`src/rtl/uart_loader_pkg.sv`:
```
// Shared constants and state encoding for the UART program loader.
// The build macro LOADER_CHECKSUM_EN adds the trailing checksum byte to L frames.
package uart_loader_pkg;

  localparam int unsigned TIMEOUT_DEFAULT = 12_000_000;
  localparam int unsigned ADDR_W_DEFAULT  = 9;

  localparam logic [7:0] CMD_LOAD     = 8'h4C;  // 'L'
  localparam logic [7:0] CMD_GO       = 8'h47;  // 'G'
  localparam logic [7:0] RPL_OK       = 8'h4B;  // 'K'
  localparam logic [7:0] RPL_HALT     = 8'h48;  // 'H'
  localparam logic [7:0] RPL_UNKNOWN  = 8'h3F;  // '?'
  localparam logic [7:0] RPL_TIMEOUT  = 8'h54;  // 'T'
  localparam logic [7:0] RPL_CSUM_BAD = 8'h45;  // 'E'

  typedef enum logic [3:0] {
    ST_IDLE       = 4'd0,
    ST_ADDR_HI    = 4'd1,
    ST_ADDR_LO    = 4'd2,
    ST_LEN        = 4'd3,
    ST_DATA       = 4'd4,
`ifdef LOADER_CHECKSUM_EN
    ST_CSUM       = 4'd5,
`endif
    ST_LAUNCH     = 4'd6,
    ST_RUN        = 4'd7,
    ST_REPLY_WAIT = 4'd8,
    ST_REPLY_SEND = 4'd9
  } state_t;

  // States in which a frame is partially received and the inter-byte timer runs.
  function automatic logic in_frame(state_t s);
    logic r;
    r = (s == ST_ADDR_HI) || (s == ST_ADDR_LO) || (s == ST_LEN) || (s == ST_DATA);
`ifdef LOADER_CHECKSUM_EN
    r = r || (s == ST_CSUM);
`endif
    return r;
  endfunction

endpackage

```
`src/rtl/uart_loader_if.sv`:
```
// Loader-facing bundle of UART RX/TX, RAM write port and CPU control signals.
// master = the loader, slave = the surrounding system (UART, RAM, CPU).
interface uart_loader_if #(
  parameter int ADDR_W = 9
);
  logic [7:0]        rx_byte;
  logic              received;
  logic [7:0]        tx_byte;
  logic              transmit;
  logic              is_transmitting;
  logic [ADDR_W-1:0] ram_waddr;
  logic [7:0]        ram_wdata;
  logic              ram_we;
  logic              cpu_start;
  logic [ADDR_W-1:0] cpu_startaddr;
  logic              cpu_halted;
  logic              cpu_running;

  modport master (
    input  rx_byte, received, is_transmitting, cpu_halted,
    output tx_byte, transmit, ram_waddr, ram_wdata, ram_we,
           cpu_start, cpu_startaddr, cpu_running
  );

  modport slave (
    output rx_byte, received, is_transmitting, cpu_halted,
    input  tx_byte, transmit, ram_waddr, ram_wdata, ram_we,
           cpu_start, cpu_startaddr, cpu_running
  );
endinterface

```
`src/rtl/uart_loader_timeout.sv`:
```
// Inter-byte watchdog: counts while enabled, restarts on every received byte,
// and flags expiry when the count reaches TIMEOUT_CYCLES-1.
module loader_timeout #(
  parameter int unsigned TIMEOUT_CYCLES = 12_000_000
) (
  input  logic clk,
  input  logic rst,
  input  logic i_clear,
  input  logic i_enable,
  output logic o_expired
);
  localparam int unsigned CNT_W = (TIMEOUT_CYCLES > 2) ? $clog2(TIMEOUT_CYCLES) : 1;

  logic [CNT_W-1:0] r_count;

  always_ff @(posedge clk) begin
    if (rst || i_clear || !i_enable) begin
      r_count <= '0;
    end else if (!o_expired) begin
      r_count <= r_count + CNT_W'(1);
    end
  end

  // A byte arriving on the expiry cycle wins over the timeout.
  assign o_expired = i_enable && !i_clear && (r_count == CNT_W'(TIMEOUT_CYCLES - 1));

endmodule

```
`src/rtl/uart_loader.sv`:
```
// UART monitor: parses L (load) / G (go) frames, writes RAM, launches the CPU and
// sends one-byte replies. Optional checksum byte on L frames via LOADER_CHECKSUM_EN.
module uart_loader
  import uart_loader_pkg::*;
#(
  parameter int unsigned TIMEOUT_CYCLES = TIMEOUT_DEFAULT,
  parameter int unsigned ADDR_W         = ADDR_W_DEFAULT
) (
  input  logic          clk,
  input  logic          rst,
  uart_loader_if.master bus
);
  state_t            r_state, w_state;
  logic [ADDR_W-1:0] r_addr, r_waddr, r_startaddr;
  logic [7:0]        r_cnt, r_wdata, r_reply, w_reply;
  logic              r_we, r_is_load;
  logic              w_set_reply, w_data_done, w_expired;
`ifdef LOADER_CHECKSUM_EN
  logic [7:0]        r_csum;
`endif

  loader_timeout #(.TIMEOUT_CYCLES(TIMEOUT_CYCLES)) u_timeout (
    .clk       (clk),
    .rst       (rst),
    .i_clear   (bus.received),
    .i_enable  (in_frame(r_state)),
    .o_expired (w_expired)
  );

  // NOTE: sequential state uses <= so every flop samples the pre-edge values.
  always_ff @(posedge clk) begin
    if (rst) r_state <= ST_IDLE;
    else     r_state <= w_state;
  end

  // NOTE: every output of this block is defaulted first, so no path infers a latch.
  always_comb begin
    w_state     = r_state;
    w_set_reply = 1'b0;
    w_reply     = RPL_OK;
    w_data_done = 1'b0;
    case (r_state)
      ST_IDLE: if (bus.received) begin
        if (bus.rx_byte == CMD_LOAD || bus.rx_byte == CMD_GO) begin
          w_state = ST_ADDR_HI;
        end else begin
          w_state     = ST_REPLY_WAIT;
          w_set_reply = 1'b1;
          w_reply     = RPL_UNKNOWN;
        end
      end
      ST_ADDR_HI: if (bus.received) w_state = ST_ADDR_LO;
      ST_ADDR_LO: if (bus.received) w_state = r_is_load ? ST_LEN : ST_LAUNCH;
      ST_LEN: if (bus.received) begin
        if (bus.rx_byte == 8'd0) w_data_done = 1'b1;
        else                     w_state     = ST_DATA;
      end
      ST_DATA: if (bus.received && r_cnt == 8'd1) w_data_done = 1'b1;
`ifdef LOADER_CHECKSUM_EN
      ST_CSUM: if (bus.received) begin
        w_state     = ST_REPLY_WAIT;
        w_set_reply = 1'b1;
        w_reply     = (bus.rx_byte == r_csum) ? RPL_OK : RPL_CSUM_BAD;
      end
`endif
      ST_LAUNCH: w_state = ST_RUN;
      ST_RUN: if (bus.cpu_halted) begin
        w_state     = ST_REPLY_WAIT;
        w_set_reply = 1'b1;
        w_reply     = RPL_HALT;
      end
      ST_REPLY_WAIT: if (!bus.is_transmitting) w_state = ST_REPLY_SEND;
      ST_REPLY_SEND: w_state = ST_IDLE;
      default:       w_state = ST_IDLE;
    endcase

    if (w_data_done) begin
`ifdef LOADER_CHECKSUM_EN
      w_state = ST_CSUM;
`else
      w_state     = ST_REPLY_WAIT;
      w_set_reply = 1'b1;
      w_reply     = RPL_OK;
`endif
    end

    if (w_expired) begin
      w_state     = ST_REPLY_WAIT;
      w_set_reply = 1'b1;
      w_reply     = RPL_TIMEOUT;
    end
  end

  always_ff @(posedge clk) begin
    if (rst) begin
      r_addr      <= '0;
      r_waddr     <= '0;
      r_startaddr <= '0;
      r_cnt       <= '0;
      r_wdata     <= '0;
      r_reply     <= '0;
      r_we        <= 1'b0;
      r_is_load   <= 1'b0;
`ifdef LOADER_CHECKSUM_EN
      r_csum      <= '0;
`endif
    end else begin
      r_we <= 1'b0;
      if (w_set_reply) r_reply <= w_reply;
      if (bus.received) begin
        case (r_state)
          ST_IDLE: begin
            r_is_load <= (bus.rx_byte == CMD_LOAD);
`ifdef LOADER_CHECKSUM_EN
            r_csum    <= '0;
`endif
          end
          // Only the low bits of addr_hi that fit the RAM address are kept.
          ST_ADDR_HI: r_addr[ADDR_W-1:8] <= bus.rx_byte[ADDR_W-9:0];
          ST_ADDR_LO: begin
            r_addr[7:0] <= bus.rx_byte;
            if (!r_is_load) r_startaddr <= {r_addr[ADDR_W-1:8], bus.rx_byte};
          end
          ST_LEN: r_cnt <= bus.rx_byte;
          ST_DATA: begin
            r_we    <= 1'b1;
            r_waddr <= r_addr;
            r_wdata <= bus.rx_byte;
            r_addr  <= r_addr + ADDR_W'(1);
            r_cnt   <= r_cnt - 8'd1;
`ifdef LOADER_CHECKSUM_EN
            r_csum  <= r_csum + bus.rx_byte;
`endif
          end
          default: ;
        endcase
      end
    end
  end

  assign bus.ram_we        = r_we;
  assign bus.ram_waddr     = r_waddr;
  assign bus.ram_wdata     = r_wdata;
  assign bus.cpu_startaddr = r_startaddr;
  assign bus.cpu_start     = (r_state == ST_LAUNCH);
  assign bus.cpu_running   = (r_state == ST_LAUNCH) || (r_state == ST_RUN);
  assign bus.transmit      = (r_state == ST_REPLY_SEND);
  assign bus.tx_byte       = (r_state == ST_REPLY_SEND) ? r_reply : 8'h00;

endmodule
```
`src/flat_wrapper.sv`:
```
// flat-port wrapper written by rule: the top's interface ports become plain ports
module uart_loader_flat import uart_loader_pkg::*;
#(
  parameter int unsigned TIMEOUT_CYCLES = TIMEOUT_DEFAULT,
  parameter int unsigned ADDR_W         = ADDR_W_DEFAULT
)
  (clk, rst, bus_rx_byte, bus_received, bus_is_transmitting, bus_cpu_halted, bus_tx_byte, bus_transmit, bus_ram_waddr, bus_ram_wdata, bus_ram_we, bus_cpu_start, bus_cpu_startaddr, bus_cpu_running);
  uart_loader_if #(.ADDR_W(ADDR_W)) bus_i ();
  input  logic clk;
  input  logic rst;
  input wire logic [$bits(bus_i.rx_byte)-1:0] bus_rx_byte;
  input wire logic [$bits(bus_i.received)-1:0] bus_received;
  input wire logic [$bits(bus_i.is_transmitting)-1:0] bus_is_transmitting;
  input wire logic [$bits(bus_i.cpu_halted)-1:0] bus_cpu_halted;
  output wire logic [$bits(bus_i.tx_byte)-1:0] bus_tx_byte;
  output wire logic [$bits(bus_i.transmit)-1:0] bus_transmit;
  output wire logic [$bits(bus_i.ram_waddr)-1:0] bus_ram_waddr;
  output wire logic [$bits(bus_i.ram_wdata)-1:0] bus_ram_wdata;
  output wire logic [$bits(bus_i.ram_we)-1:0] bus_ram_we;
  output wire logic [$bits(bus_i.cpu_start)-1:0] bus_cpu_start;
  output wire logic [$bits(bus_i.cpu_startaddr)-1:0] bus_cpu_startaddr;
  output wire logic [$bits(bus_i.cpu_running)-1:0] bus_cpu_running;
  assign bus_i.rx_byte = bus_rx_byte;
  assign bus_i.received = bus_received;
  assign bus_i.is_transmitting = bus_is_transmitting;
  assign bus_i.cpu_halted = bus_cpu_halted;
  assign bus_tx_byte = bus_i.tx_byte;
  assign bus_transmit = bus_i.transmit;
  assign bus_ram_waddr = bus_i.ram_waddr;
  assign bus_ram_wdata = bus_i.ram_wdata;
  assign bus_ram_we = bus_i.ram_we;
  assign bus_cpu_start = bus_i.cpu_start;
  assign bus_cpu_startaddr = bus_i.cpu_startaddr;
  assign bus_cpu_running = bus_i.cpu_running;
  uart_loader #(.TIMEOUT_CYCLES(TIMEOUT_CYCLES), .ADDR_W(ADDR_W)) u_core (.clk(clk), .rst(rst), .bus(bus_i));
endmodule
```
`config.mk`:
```
export PLATFORM = sky130hd
export DESIGN_NAME = uart_loader_flat
export DESIGN_NICKNAME = d
export VERILOG_FILES = /design/src/rtl/uart_loader_pkg.sv /design/src/rtl/uart_loader_if.sv /design/src/rtl/uart_loader_timeout.sv /design/src/rtl/uart_loader.sv /design/src/flat_wrapper.sv
export SDC_FILE = /design/constraint.sdc
export NUM_CORES = 1
export LEC_CHECK = 0
export ABC_AREA = 1
export BUFFER_PORTS_ARGS = -buffer_cell sky130_fd_sc_hd__buf_2
export CORE_MARGIN = 2
export CORE_UTILIZATION = 30
export DETAILED_ROUTE_END_ITERATION = 10
export PLACE_DENSITY_LB_ADDON = 0.05
export SLEW_MARGIN = 5
export SYNTH_ARGS = -nofsm -noshare
export SYNTH_HDL_FRONTEND = slang
export SYNTH_SLANG_ARGS = --single-unit
```
`constraint.sdc`:
```
create_clock -name clk -period 3.9 [get_ports clk]
set_input_delay 0.39 -clock clk [delete_from_list [all_inputs] [get_ports clk]]
set_output_delay 0.39 -clock clk [all_outputs]
set_load 0.005 [all_outputs]
```
# --- Word level (Yosys, flattened, before mapping) ---
# Index checks and enable logic that the tools add are counted.
totals:
  ram_bits: 0
  reg_bits: 81
  mem_bits_ro: 0
  output_inout_bits: 38
  word_cells: 105
  mem_count: 0
  inputBits: 13
  latchBits: 0
op_classes:
  n_reduce_logical: 27
  magnitude_cmp: 0
  n_addsub: 3
  n_eq_ne: 27
  mul: 0
  bitwise: 3
  mux: 33
  div: 0
  shifts: 0
op_table:
  columns: ["operator", "count"]
  rows:
  - ["8-bit one-hot mux with 2 select lines", 3]
  - ["4-bit 2-to-1 mux", 10]
  - ["8-bit 2-to-1 mux", 4]
  - ["4-bit one-hot mux with 8 select lines", 1]
  - ["4-bit by 3-bit != test with 1-bit output (second input constant)", 7]
  - ["24-bit by 1-bit adder with 24-bit output (second input constant)", 1]
  - ["24-bit equality test (second input constant)", 1]
  - ["8-bit by 7-bit equality test with 1-bit output (second input constant)", 2]
  - ["8-bit AND reduction", 2]
  - ["2-bit != test (second input constant)", 7]
  - ["4-bit by 3-bit equality test with 1-bit output (second input constant)", 3]
  - ["2-bit AND reduction", 5]
  - ["9-bit by 1-bit adder with 9-bit output (second input constant)", 1]
  - ["1-bit 2-to-1 mux", 9]
  - ["4-bit by 2-bit equality test with 1-bit output (second input constant)", 2]
  - ["4-bit equality test (second input constant)", 2]
  - ["8-bit by 1-bit equality test with 1-bit output (second input constant)", 1]
  - ["8-bit logical NOT", 1]
  - ["8-bit by 1-bit subtractor with 8-bit output (second input constant)", 1]
  - ["1-bit logical OR", 7]
  - ["7-bit 2-to-1 mux", 1]
  - ["1-bit one-hot mux with 2 select lines", 3]
  - ["2-bit nonzero test", 3]
  - ["4-bit by 1-bit equality test with 1-bit output (second input constant)", 1]
  - ["10 further kinds", 15]

# --- Longest topological paths before layout ---
# Gate-level depths: netlist (run 1).
depth:
  word_depth: 8
  depth_mapped: 12
  depth_no_buf: 11

# --- Hierarchy ---
# From an unflattened synthesis (run 1), not the netlist that was laid out.
unflattened:
  cells_unflattened: 628
  area_unflattened_um2: 4177.8
by_module_without_submodules:
  columns: ["module", "area_per_inst_um2", "n_inst", "cells_each"]
  rows:
  - ["uart_loader", 2723.9, 1, 399]
  - ["loader_timeout", 1453.9, 1, 229]

# --- Worst setup path after synthesis (run 1) ---
# Ideal clock, no wire load.
synth_path:
  kind: "reg2out"
  start: "register u_core.r_state[3]"
  end: "output bus_tx_byte[1]"
  path_slack_ns: 2.246
  t_arrival_ns: 1.264
  stages_incl_launch_ff: 6
  path_cell_list: "dfxtp_1 inv_1 nor4_1 inv_1 nor2_1 buf_4"
synth_between:
  elab_chain_len: 2
synth_rtl:
  columns: ["item", "line", "rtl"]
  rows:
  - ["start: declaration", "uart_loader.sv:13", "state_t r_state, w_state;"]
  - ["start signal: assignment", "uart_loader.sv:33", "else r_state <= w_state;"]
  - ["4-bit equality test", null, null]
  - ["via bus_transmit", "flat_wrapper.sv:16", "output wire logic [$bits(bus_i.transmit)-1:0] bus_transmit;"]
  - ["8-bit 2-to-1 mux", "uart_loader.sv:148", "assign bus.tx_byte = (r_state == ST_REPLY_SEND) ? r_reply : 8'h00;"]
  - ["end: declaration", "flat_wrapper.sv:15", "output wire logic [$bits(bus_i.tx_byte)-1:0] bus_tx_byte;"]
# The timed path passes the listed nets, and every way through them passes these cells.

# --- Final worst setup path (run 1) ---
layout_path:
  start: "register u_core.r_state[0]"
  end: "output bus_tx_byte[4]"
layout_between:
  elab_chain_len: 2
layout_rtl:
  columns: ["item", "line"]
  rows:
  - ["4-bit equality test", "uart_loader.sv:148"]
  - ["8-bit 2-to-1 mux", "uart_loader.sv:148"]
# No other way between the ends.

==> results of run 1 <==
==> synth_stat cells, drive strengths merged <==
library cell | instances | area, um2
nand3 | 46 | 260
nor2 | 117 | 517
or2 | 3 | 18.8
a211oi | 2 | 15.0
nor3 | 16 | 106
a21oi | 47 | 277
xnor2 | 2 | 17.5
ha | 4 | 50.1
inv | 78 | 298
nand4 | 10 | 62.6
dfxtp | 78 | 1560
nor4 | 3 | 25.0
o211ai | 1 | 7.51
o21ai | 52 | 260
xor2 | 8 | 70.1
a31oi | 6 | 37.5
conb | 1 | 3.75
and2 | 2 | 12.5
nand3b | 5 | 41.3
clkbuf | 6 | 23.8
nand2 | 117 | 472
buf | 13 | 93.8
==> tightest hold or removal path, delay by kind of cell <==
family / cells / cell delay, ps
compound gates: 1 / 60
buf+inv: 1 / 120
simple gates: 1 / 80
==> placed cells by master (no fill, tap or decap), types with 2 or more instances in the layout <==
cell type and count:
nor3_2 3, clkbuf_16 9, bufinv_16 2, a21oi_2 11, inv_1 69, a21oi_1 36
buf_2 49, nor4_1 2, nand3b_1 4, xor2_1 8, nand2_2 7, nand3_1 43
nand2_1 108, nand3_4 2, ha_1 4, inv_2 7, nand2_4 2, inv_4 2
nor2_2 6, nor2_4 4, a31oi_1 6, nand4_1 10, nor2_1 105, dfxtp_1 78
a211oi_1 2, clkinv_2 2, xnor2_1 2, o21ai_1 6, nor2_8 2, or2_2 2
nor3_1 12, o21ai_0 46
==> through the flow <==
stage          cells  power [mW]  area [um2]  setup slack [ps]
5_1_grt          843        2.83        4900              1450
3_5_place_dp     827        1.76        4580              1840
6_report         843        2.65        4900              1680
2_1_floorplan    617        1.58        4230              2250
3_3_place_gp     827        1.76        4580              1850
4_1_cts          843        2.69        4900              1580
==> registers in the layout, summed over array words and instances (netlist names) <==
name / count
u_core.u_timeout.r_count: 24
u_core.bus.ram_we: 1
u_core.bus.cpu_startaddr: 9
u_core.bus.ram_wdata: 8
u_core.r_is_load: 1
u_core.r_state: 4
u_core.r_cnt: 8
u_core.bus.ram_waddr: 9
u_core.r_reply: 5
u_core.r_addr: 9
==> per-layer routing <==
layer  global-route usage [%]  vias to the layer above  routed length (um)  share of wire [%]
li1                         -                     2072                   -                  -
met2                     27.2                       79                5380                 46
met5                        0                        -                   0                  0
met1                     21.2                     1846                5660                 49
met4                     5.68                        0                 166                1.4
met3                     3.81                       16                 440                3.8
==> cell type report <==
class	instances	area (um2)
Clock buffer	10	229
Clock inverter	6	86.3
Fill cell	1511	8930
Inverter	78	298
Multi-Input combinational cell	442	2250
Sequential cell	78	1560
Tap cell	180	225
Timing Repair Buffer	49	245
==> worst max path at each step <==
| stage | start | endpoint | cells after the start |
|---|---|---|---|
| floorplan | u_core.r_state[3]$_SDFFE_PP0P_ | bus_tx_byte[1] | 5 |
| CTS | u_core.r_state[0]$_SDFFE_PP0P_ | bus_tx_byte[4] | 5 |
| finish | u_core.r_state[0]$_SDFFE_PP0P_ | bus_tx_byte[4] | 5 |
| global route | u_core.r_state[0]$_SDFFE_PP0P_ | bus_tx_byte[2] | 5 |
| detailed placement | rst | u_core.r_state[1]$_SDFFE_PP0P_ | 6 |
| global placement | u_core.r_state[0]$_SDFFE_PP0P_ | u_core.r_addr[7]$_SDFFE_PP0P_ | 8 |
==> power breakdown <==
part	internal [mW]	total [mW]	switching, mW	leakage [nW]
Combinational	0.239	0.725	0.486	1.36
Sequential	0.909	1.01	0.105	0.631
Clock	0.560	0.908	0.349	0.152
==> logic make-up after synthesis <==
logic type	Yosys count
AO/OA/AOI/OAI	108
buffers and inverters	97
XOR/XNOR	10
AND/OR/NAND/NOR	319
flip-flops	78
adder cells (fa/ha/maj)	4
other	1
==> qor.csv, run 1 <==
stage,metric,value,unit
run_status,outcome,finished clean,
clock_network,cts hold-fix bufs,0,
sta,final setup vio count,0,
worst_hold_path,worst hold path cell count,3,
clock_network,clock sink count,78,
yosys,YS warnings,0,
setup_path,largest stage delay on the critical path,600,ps
sta,Worst-Margin Slew,1010,ps
detailed_routing,drt total wl,11600,um
setup_path,FF-to-FF End,u_core.bus.cpu_startaddr[5]$_SDFFE_PP0P_,
yosys,"Distinct cells, synth",42,
global_routing,All-Layer GR Usage,16.5,%
yosys,sequential-to-total area share from yosys stat,36.9,%
sta,Final Hold Fails,0,
power_and_ir_drop,maximum VDD drop,222,uV
setup_path,CP max-delay cell,dfxtp_1,
yosys,Simple-Gate Fraction of Synth Area,35.8,%
place,IO Port Bufs,49,
detailed_routing,ANT nets after route,0,
setup_path,Worst path top cell family by delay,flip-flops,
floorplan,Die W,123,um
detailed_routing,initial drt markers,283,
detailed_routing,Vias/cell,4.76,
detailed_routing,via count,4013,
yosys,largest family of logic cells by synthesized area,simple AND/OR/NAND/NOR gates,
detailed_routing,DRC,0,
sta,Rel. slew slack,32.5,%
yosys,compound-gate portion of the synthesized area,14.1,%
global_routing,initial antenna violation count,0,
clock_network,# Post-CTS Setup Buffers,0,
clock_network,CTS tree,yes,
setup_path,type of the worst setup path,flop to primary output,
setup_path,cell mode on critical path,inv_1,
power_and_ir_drop,Lkg Pwr,2.14,nW
clock_network,post_cts resized,0,
clock_network,number of buffers created by CTS,9,
layout,antenna diode count,0,
yosys,Post-Synth XOR/XNOR Area,2.07,%
yosys,Post-Syn Area,0.00423,mm2
sta,TNS Setup,0,ps
global_routing,vias in the first global route,3840,
floorplan,initial cell density of the core,30.6,%
setup_path,critical path buffer and inverter count,3,
run,Max-Cap Viols,0,
worst_hold_path,Hold Path Sink,u_core.bus.cpu_startaddr[4]$_SDFFE_PP0P_,
setup_path,Reg2Reg Setup Slack,1870,ps
clock_network,Max clock buf depth,2,
clock_network,Clock transition at path regs,70,ps
sta,hold slack final,349,ps
sta,period utilization,56.8,%
setup_path,Crit. End Element,primary output,
setup_path,crit path DAT,1830,ps
clock_network,Clock Tree Root,clkbuf_16,
floorplan,io pins,51,
layout,Nets,675,
floorplan,row count,43,
floorplan,Die Y,123,um
sta,RSZ-0062 raised after global routing,false,
yosys,Post-Syn Nets,634,
worst_hold_path,Hold WC Path Type,input pin to flop,
detailed_routing,mean routed wirelength per cell,13.8,um
layout,share of post-route cells with drive strength above 1,17.5,%
sta,Fmax,451,MHz
clock_network,H-tree Lvls,3,
setup_path,WP data required,3510,ps
worst_hold_path,HP Start,bus_rx_byte[4],
yosys,synthesis-stage register bit count,78,
global_routing,global-route wire length before repair,19200,um
sta,Final Slew Violations,0,
sta,Final Skew,9.20,ps
setup_path,worst path cell trace,inv_1 -> nor4_1 -> inv_1 -> nor2_1 -> buf_2,
place,dpl hpwl,8520,um
layout,Area Overhead vs Synth,15.8,%
clock_network,Worst-Skew Late Latency,350,ps
power_and_ir_drop,pwr/cell area,540,mW/mm2
yosys,mux cell area share after synthesis,0,%
layout,post-layout utilization of the core,35.4,%
yosys,Mapped Avg Cell Area,6.86,um2
floorplan,die area,0.0151,mm2
detailed_routing,Pre-Repair DR Iteration Count,4,
yosys,Synth Area in Adders,1.18,%
yosys,Syn Inst Count,617,
global_routing,largest net degree at the start of global routing,36,
setup_path,CP max FO,9,
sta,minimum clock period after layout,2220,ps
setup_path,FF-to-FF path depth,6,
global_routing,gr ovfl total,0,
floorplan,core area,0.0138,mm2
setup_path,Critical R2R Launch,u_core.r_state[2]$_SDFFE_PP0P_,
place,Placer Congestion,0.808,
setup_path,CP Launch Type,flop,
Note: power is estimated with default switching activity, not from simulation.
==> run 2, diff against run 1 <==
==> constraint.sdc (replaced) <==
create_clock -name clk -period 1.8 [get_ports clk]
set_input_delay 0.18 -clock clk [delete_from_list [all_inputs] [get_ports clk]]
set_output_delay 0.18 -clock clk [all_outputs]
set_load 0.005 [all_outputs]
==> run 2 against run 1 <==
Net effect: worst hold slack got worse by 210 ps; sequential cell count unchanged; worst setup slack got worse by 1500 ps; total power increased by 120%; global-route usage decreased by 0.17 points; clock skew decreased by 2.4 ps; utilization increased by 1.0 points; clock power increased by 120%; sequential power increased by 120%; die area unchanged; clock-buffer cell count decreased by 1; largest cell class unchanged.
==> qor.csv, run 2 (same netlist as run 1, synthesis figures left out) <==
stage,metric,value,unit,change
sta,Fmax,603,MHz,
floorplan,Die Y,123,um,unchanged
sta,TNS Setup,0,ps,unchanged
power_and_ir_drop,pwr/cell area,1160,mW/mm2,+110%
clock_network,Clock transition at path regs,60,ps,about the same
global_routing,initial antenna violation count,0,,unchanged
clock_network,clock sink count,78,,unchanged
detailed_routing,mean routed wirelength per cell,13.5,um,-1.9%
sta,worst setup margin,141,ps,-1540 ps
detailed_routing,Pre-Repair DR Iteration Count,5,,+1
setup_path,WP data required,1620,ps,-1890 ps
setup_path,Reg2Reg Setup Slack,170,ps,-1700 ps
layout,share of post-route cells with drive strength above 1,20.7,%,+3.2 points
run_status,outcome,finished clean,,
global_routing,vias in the first global route,3871,,+0.81%
floorplan,Die W,123,um,unchanged
global_routing,largest net degree at the start of global routing,34,,-5.6%
power_and_ir_drop,maximum VDD drop,474,uV,+110%
floorplan,initial cell density of the core,30.6,%,unchanged
clock_network,cts hold-fix bufs,0,,unchanged
sta,period utilization,92.2,%,
detailed_routing,drt total wl,11600,um,-0.52%
setup_path,Crit. End Element,primary output,,
layout,Area Overhead vs Synth,19.2,%,
place,worst slack at placement,56.5,ps,-1790 ps
sta,Final Hold Fails,0,,unchanged
floorplan,row count,43,,unchanged
global_routing,gr ovfl total,0,,unchanged
floorplan,io pins,51,,unchanged
layout,fill count,1472,,-2.6%
layout,max FFs per register,24,,unchanged
setup_path,type of the worst setup path,flop to primary output,,
clock_network,Clock Tree Root,clkbuf_16,,
detailed_routing,DRC,0,,unchanged
clock_network,Worst-Skew Late Latency,350,ps,about the same
global_routing,All-Layer GR Usage,16.4,%,-0.17 points
detailed_routing,ANT nets after route,0,,unchanged
power_and_ir_drop,Lkg Pwr,2.23,nW,+4.0%
place,dpl hpwl,8600,um,+0.98%
clock_network,Max clock buf depth,2,,unchanged
floorplan,die area,0.0151,mm2,unchanged
setup_path,CP Launch Type,flop,,
setup_path,CP max FO,5,,-4
layout,Nets,688,,+1.9%
clock_network,number of buffers created by CTS,9,,unchanged
detailed_routing,initial drt markers,200,,-29%
global_routing,global-route wire length before repair,19100,um,-0.32%
sta,Final Slew Violations,0,,unchanged
run,Max-Cap Viols,0,,unchanged
layout,"commonest non-fill, non-tap cell in the layout",nand2_1,,
sta,Final Skew,6.84,ps,-2.37 ps
clock_network,H-tree Lvls,3,,unchanged
place,IO Port Bufs,49,,unchanged
setup_path,crit path DAT,1480,ps,-350 ps
place,Placer Congestion,0.840,,+4.1%
worst_hold_path,Hold WC Path Type,input pin to flop,,
sta,hold slack final,134,ps,-215 ps
layout,Top reg by flops,u_core.u_timeout.r_count,,
layout,most frequent cells in the layout,"107 x nand2_1, 101 x nor2_1, 76 x dfxtp_1",,
layout,post-layout utilization of the core,36.5,%,+1.0 points
detailed_routing,Vias/cell,4.66,,-2.1%
floorplan,core area,0.0138,mm2,unchanged
layout,antenna diode count,0,,unchanged
detailed_routing,via count,3986,,-0.67%
sta,final setup vio count,0,,unchanged
clock_network,CTS tree,yes,,
sta,minimum clock period after layout,1660,ps,
run 2: power breakdown:
part,internal (mW),switching [mW],total [mW]
Sequential,1.97,0.220,2.19
Clock,1.22,0.784,2.00
Combinational,0.568,1.07,1.64
run 2: final cells by class:
type,instances,area [um2],area share (%)
clock buffer,9,225,4.47
sequential,78,1560,31.0
inverter,78,298,5.90
multi-input combinational,442,2290,45.5
timing repair buffer,62,343,6.80
clock inverter,6,93.8,1.86
tap,180,225,4.47
run 2: metal layers:
layer	part of all wire [%]	GRT usage (%)	vias up	wire length [um]
li1	-	-	2106	-
met1	50	21.4	1809	5740
met2	46	26.6	62	5300
met3	3.6	3.39	9	415
met4	1.1	5.75	0	130
met5	0	0	-	0
run 2: critical path, stage by stage, from the launching register on:
cell	delay, ps
dfxtp_1	470
inv_1	120
nor4_4	170
inv_2	100
nor2_2	140
buf_2	140
run 2: metrics by stage:
step	area [um2]	total power, mW	std cells
after global placement	4670	3.86	839
final	5040	5.83	855
after global routing	5040	6.23	855
after floorplan	4230	3.42	617
after CTS	5000	5.89	854
after detailed placement	4670	3.85	839
run 2: what timing repair did:
action | in CTS | in global routing
cloned | 0 | 0
gates resized for setup | 3 | 10
buffers inserted | 0 | 1
pin swaps | 0 | 3
setup endpoints to repair | 7 | 21
endpoints found under the hold margin | 0 | 0
run 2: worst paths after layout:
kind | from | to | cells past startpoint
setup reg to reg | u_core.u_timeout.r_count[1]$_SDFFE_PP0N_ | u_core.u_timeout.r_count[2]$_SDFFE_PP0N_ | 9
setup / recovery | u_core.r_state[0]$_SDFFE_PP0P_ | bus_tx_byte[2] | 5
hold reg to reg | u_core.r_reply[3]$_SDFFE_PP0P_ | u_core.r_reply[3]$_SDFFE_PP0P_ | 2
hold / removal | bus_rx_byte[4] | u_core.bus.cpu_startaddr[4]$_SDFFE_PP0P_ | 3
==> run 3, diff against run 2 <==
--- a/config.mk
+++ b/config.mk
@@ -7,7 +7,7 @@
 export LEC_CHECK = 0
 export ABC_AREA = 1
 export BUFFER_PORTS_ARGS = -buffer_cell sky130_fd_sc_hd__buf_2
-export CORE_MARGIN = 2
+export CORE_MARGIN = 10
 export CORE_UTILIZATION = 30
 export DETAILED_ROUTE_END_ITERATION = 10
 export PLACE_DENSITY_LB_ADDON = 0.05
==> run 3 against run 2 <==
Net effect: utilization down 0.14 points; sequential share of layout area is 0.12 points higher; worst setup slack improved by 29 ps; cell count did not move; register-to-register slack is essentially flat; combinational power grew 4%; first-iteration DRC count increased by 18%; worst hold slack lost 1.6 ps; clock power decreased by 7%; largest cell class unchanged; largest power group unchanged.
==> qor.csv, run 3 (same netlist as run 1, synthesis figures left out) <==
stage,metric,value,unit,change
run_status,outcome,finished clean,,
setup_path,CP max FO,7,,+2
floorplan,core area,0.0138,mm2,unchanged
power_and_ir_drop,clock power share,32.4,%,-1.9 points
layout,antenna diode count,0,,unchanged
clock_network,Clock Tree Root,clkbuf_16,,
setup_path,cell mode on critical path,nand2_1,,
clock_network,Max clock buf depth,2,,unchanged
place,dpl hpwl,9060,um,+5.3%
clock_network,Clock transition at path regs,60,ps,about the same
power_and_ir_drop,pwr/cell area,1140,mW/mm2,-1.0%
detailed_routing,initial drt markers,235,,+18%
layout,most frequent cells in the layout,"108 x nand2_1, 102 x nor2_1, 76 x dfxtp_1",,
power_and_ir_drop,Logic pwr share,29.5,%,+1.4 points
detailed_routing,via count,3993,,+0.18%
floorplan,initial cell density of the core,30.6,%,unchanged
floorplan,io pins,51,,unchanged
power_and_ir_drop,power share of the sequential group,38.1,%,+0.5 points
floorplan,Die Y,139,um,+13%
detailed_routing,mean routed wirelength per cell,14.0,um,+3.4%
setup_path,worst path cell trace,ha_2 -> nand2_1 -> nor2_2 -> nand2_1 -> nor2_4 -> nand3b_2 -> nor3_2 -> nand2_1 -> nand2_1 -> nor2_1,,
layout,"commonest non-fill, non-tap cell in the layout",nand2_1,,
layout,max FFs per register,24,,unchanged
sta,RSZ-0062 raised after global routing,false,,
layout,Nets,688,,unchanged
sta,Final Skew,7.41,ps,+0.569 ps
setup_path,WP data required,2050,ps,+430 ps
power_and_ir_drop,Sw Pwr,2.09,mW,+0.94%
floorplan,Die W,139,um,+13%
global_routing,All-Layer GR Usage,12.6,%,-3.8 points
clock_network,clock sink count,78,,unchanged
setup_path,CP max-delay cell,dfxtp_1,,
global_routing,initial antenna violation count,0,,unchanged
layout,post-layout utilization of the core,36.3,%,-0.14 points
place,worst slack at placement,68.3,ps,+11.7 ps
layout,Top reg by flops,u_core.u_timeout.r_count,,
power_and_ir_drop,Lkg Pwr,2.19,nW,-1.6%
power_and_ir_drop,switching share of power,36.4,%,+0.85 points
setup_path,crit path DAT,1880,ps,+400 ps
power_and_ir_drop,maximum VDD drop,419,uV,-12%
sta,worst setup margin,169,ps,+28.9 ps
setup_path,type of the worst setup path,flop to flop,,
clock_network,number of buffers created by CTS,9,,unchanged
clock_network,H-tree Lvls,3,,unchanged
power_and_ir_drop,Design Power,5.75,mW,-1.4%
detailed_routing,Vias/cell,4.67,,+0.18%
layout,Area Overhead vs Synth,18.8,%,
setup_path,largest stage delay on the critical path,340,ps,-130 ps
setup_path,CP Launch Type,flop,,
place,Placer Congestion,0.851,,+1.3%
layout,multi-input logic area,0.00228,mm2,-0.49%
sta,Final Hold Fails,0,,unchanged
detailed_routing,drt total wl,12000,um,+3.4%
clock_network,Worst-Skew Late Latency,350,ps,about the same
detailed_routing,Pre-Repair DR Iteration Count,4,,-1
detailed_routing,DRC,0,,unchanged
clock_network,CTS tree,yes,,
global_routing,global-route wire length before repair,20200,um,+5.5%
layout,register area,0.00156,mm2,unchanged
sta,Fmax,613,MHz,+1.8%
layout,share of post-route cells with drive strength above 1,20.6,%,-0.15 points
global_routing,largest net degree at the start of global routing,33,,-2.9%
layout,fill count,1491,,+1.3%
place,IO Port Bufs,49,,unchanged
detailed_routing,ANT nets after route,0,,unchanged
power_and_ir_drop,Pint,3.66,mW,-2.7%
worst_hold_path,Hold WC Path Type,input pin to flop,,
sta,minimum clock period after layout,1630,ps,-28.9 ps
sta,final setup vio count,0,,unchanged
sta,Final Slew Violations,0,,unchanged
global_routing,vias in the first global route,3955,,+2.2%
floorplan,die area,0.0193,mm2,+28%
sta,period utilization,90.6,%,-1.6 points
setup_path,Crit. End Element,flop,,
sta,TNS Setup,0,ps,unchanged
global_routing,gr ovfl total,0,,unchanged
run,Max-Cap Viols,0,,unchanged
floorplan,row count,43,,unchanged
-- run 3: repair_timing --
action,in CTS,in global routing
buffers inserted,0,2
endpoints found under the setup margin,7,14
gates resized for setup,4,8
pin swaps,0,4
hold buffers,0,0
-- run 3: per-layer routing --
metal / routed length (um) / part of all wire (%) / track usage (%)
met3: 655 / 5.5 / 3.60
met4: 190 / 1.6 / 5.00
met1: 5620 / 47 / 15.1
met5: 0 / 0 / 0
met2: 5510 / 46 / 20.6
-- run 3: final cells by class --
class | instances | area share (%)
multi-input combinational | 442 | 45.4
sequential | 78 | 31.1
timing repair buffer | 62 | 7.07
inverter | 78 | 5.98
clock buffer | 9 | 4.48
tap | 180 | 4.48
clock inverter | 6 | 1.42
-- run 3: final timing paths --
kind	from	cells after the start	to	slack, ps
max	u_core.u_timeout.r_count[0]$_SDFFE_PP0N_	10	u_core.u_timeout.r_count[22]$_SDFFE_PP0N_	170
min reg2reg	u_core.bus.cpu_startaddr[7]$_SDFFE_PP0P_	2	u_core.bus.cpu_startaddr[7]$_SDFFE_PP0P_	460
max reg2reg	u_core.u_timeout.r_count[0]$_SDFFE_PP0N_	10	u_core.u_timeout.r_count[22]$_SDFFE_PP0N_	170
min	bus_rx_byte[4]	3	u_core.bus.cpu_startaddr[4]$_SDFFE_PP0P_	130
-- run 3: worst max-delay path: cells and delay by family (launching register included) --
kind          cells  cell delay (ps)
fa+ha+maj         1              200
flops             1              340
simple gates      9             1000
-- run 3: power by group through the flow --
stage | clock (mW) | combinational (mW) | sequential [mW]
6_report | 1.86 | 1.70 | 2.19
5_1_grt | 1.98 | 1.94 | 2.22
4_1_cts | 1.92 | 1.71 | 2.18
3_5_place_dp | 0 | 1.69 | 2.21
3_3_place_gp | 0 | 1.69 | 2.21
2_1_floorplan | 0 | 1.26 | 2.17
-- run 3: through the flow --
| step | instance area (um2) | hold WS (ps) | std cells |
|---|---|---|---|
| finish | 5020 | 132 | 855 |
| global route | 5020 | 150 | 855 |
| CTS | 4990 | 125 | 853 |
| detailed placement | 4680 | 455 | 838 |
| global placement | 4680 | 452 | 838 |
| floorplan | 4230 | 315 | 617 |
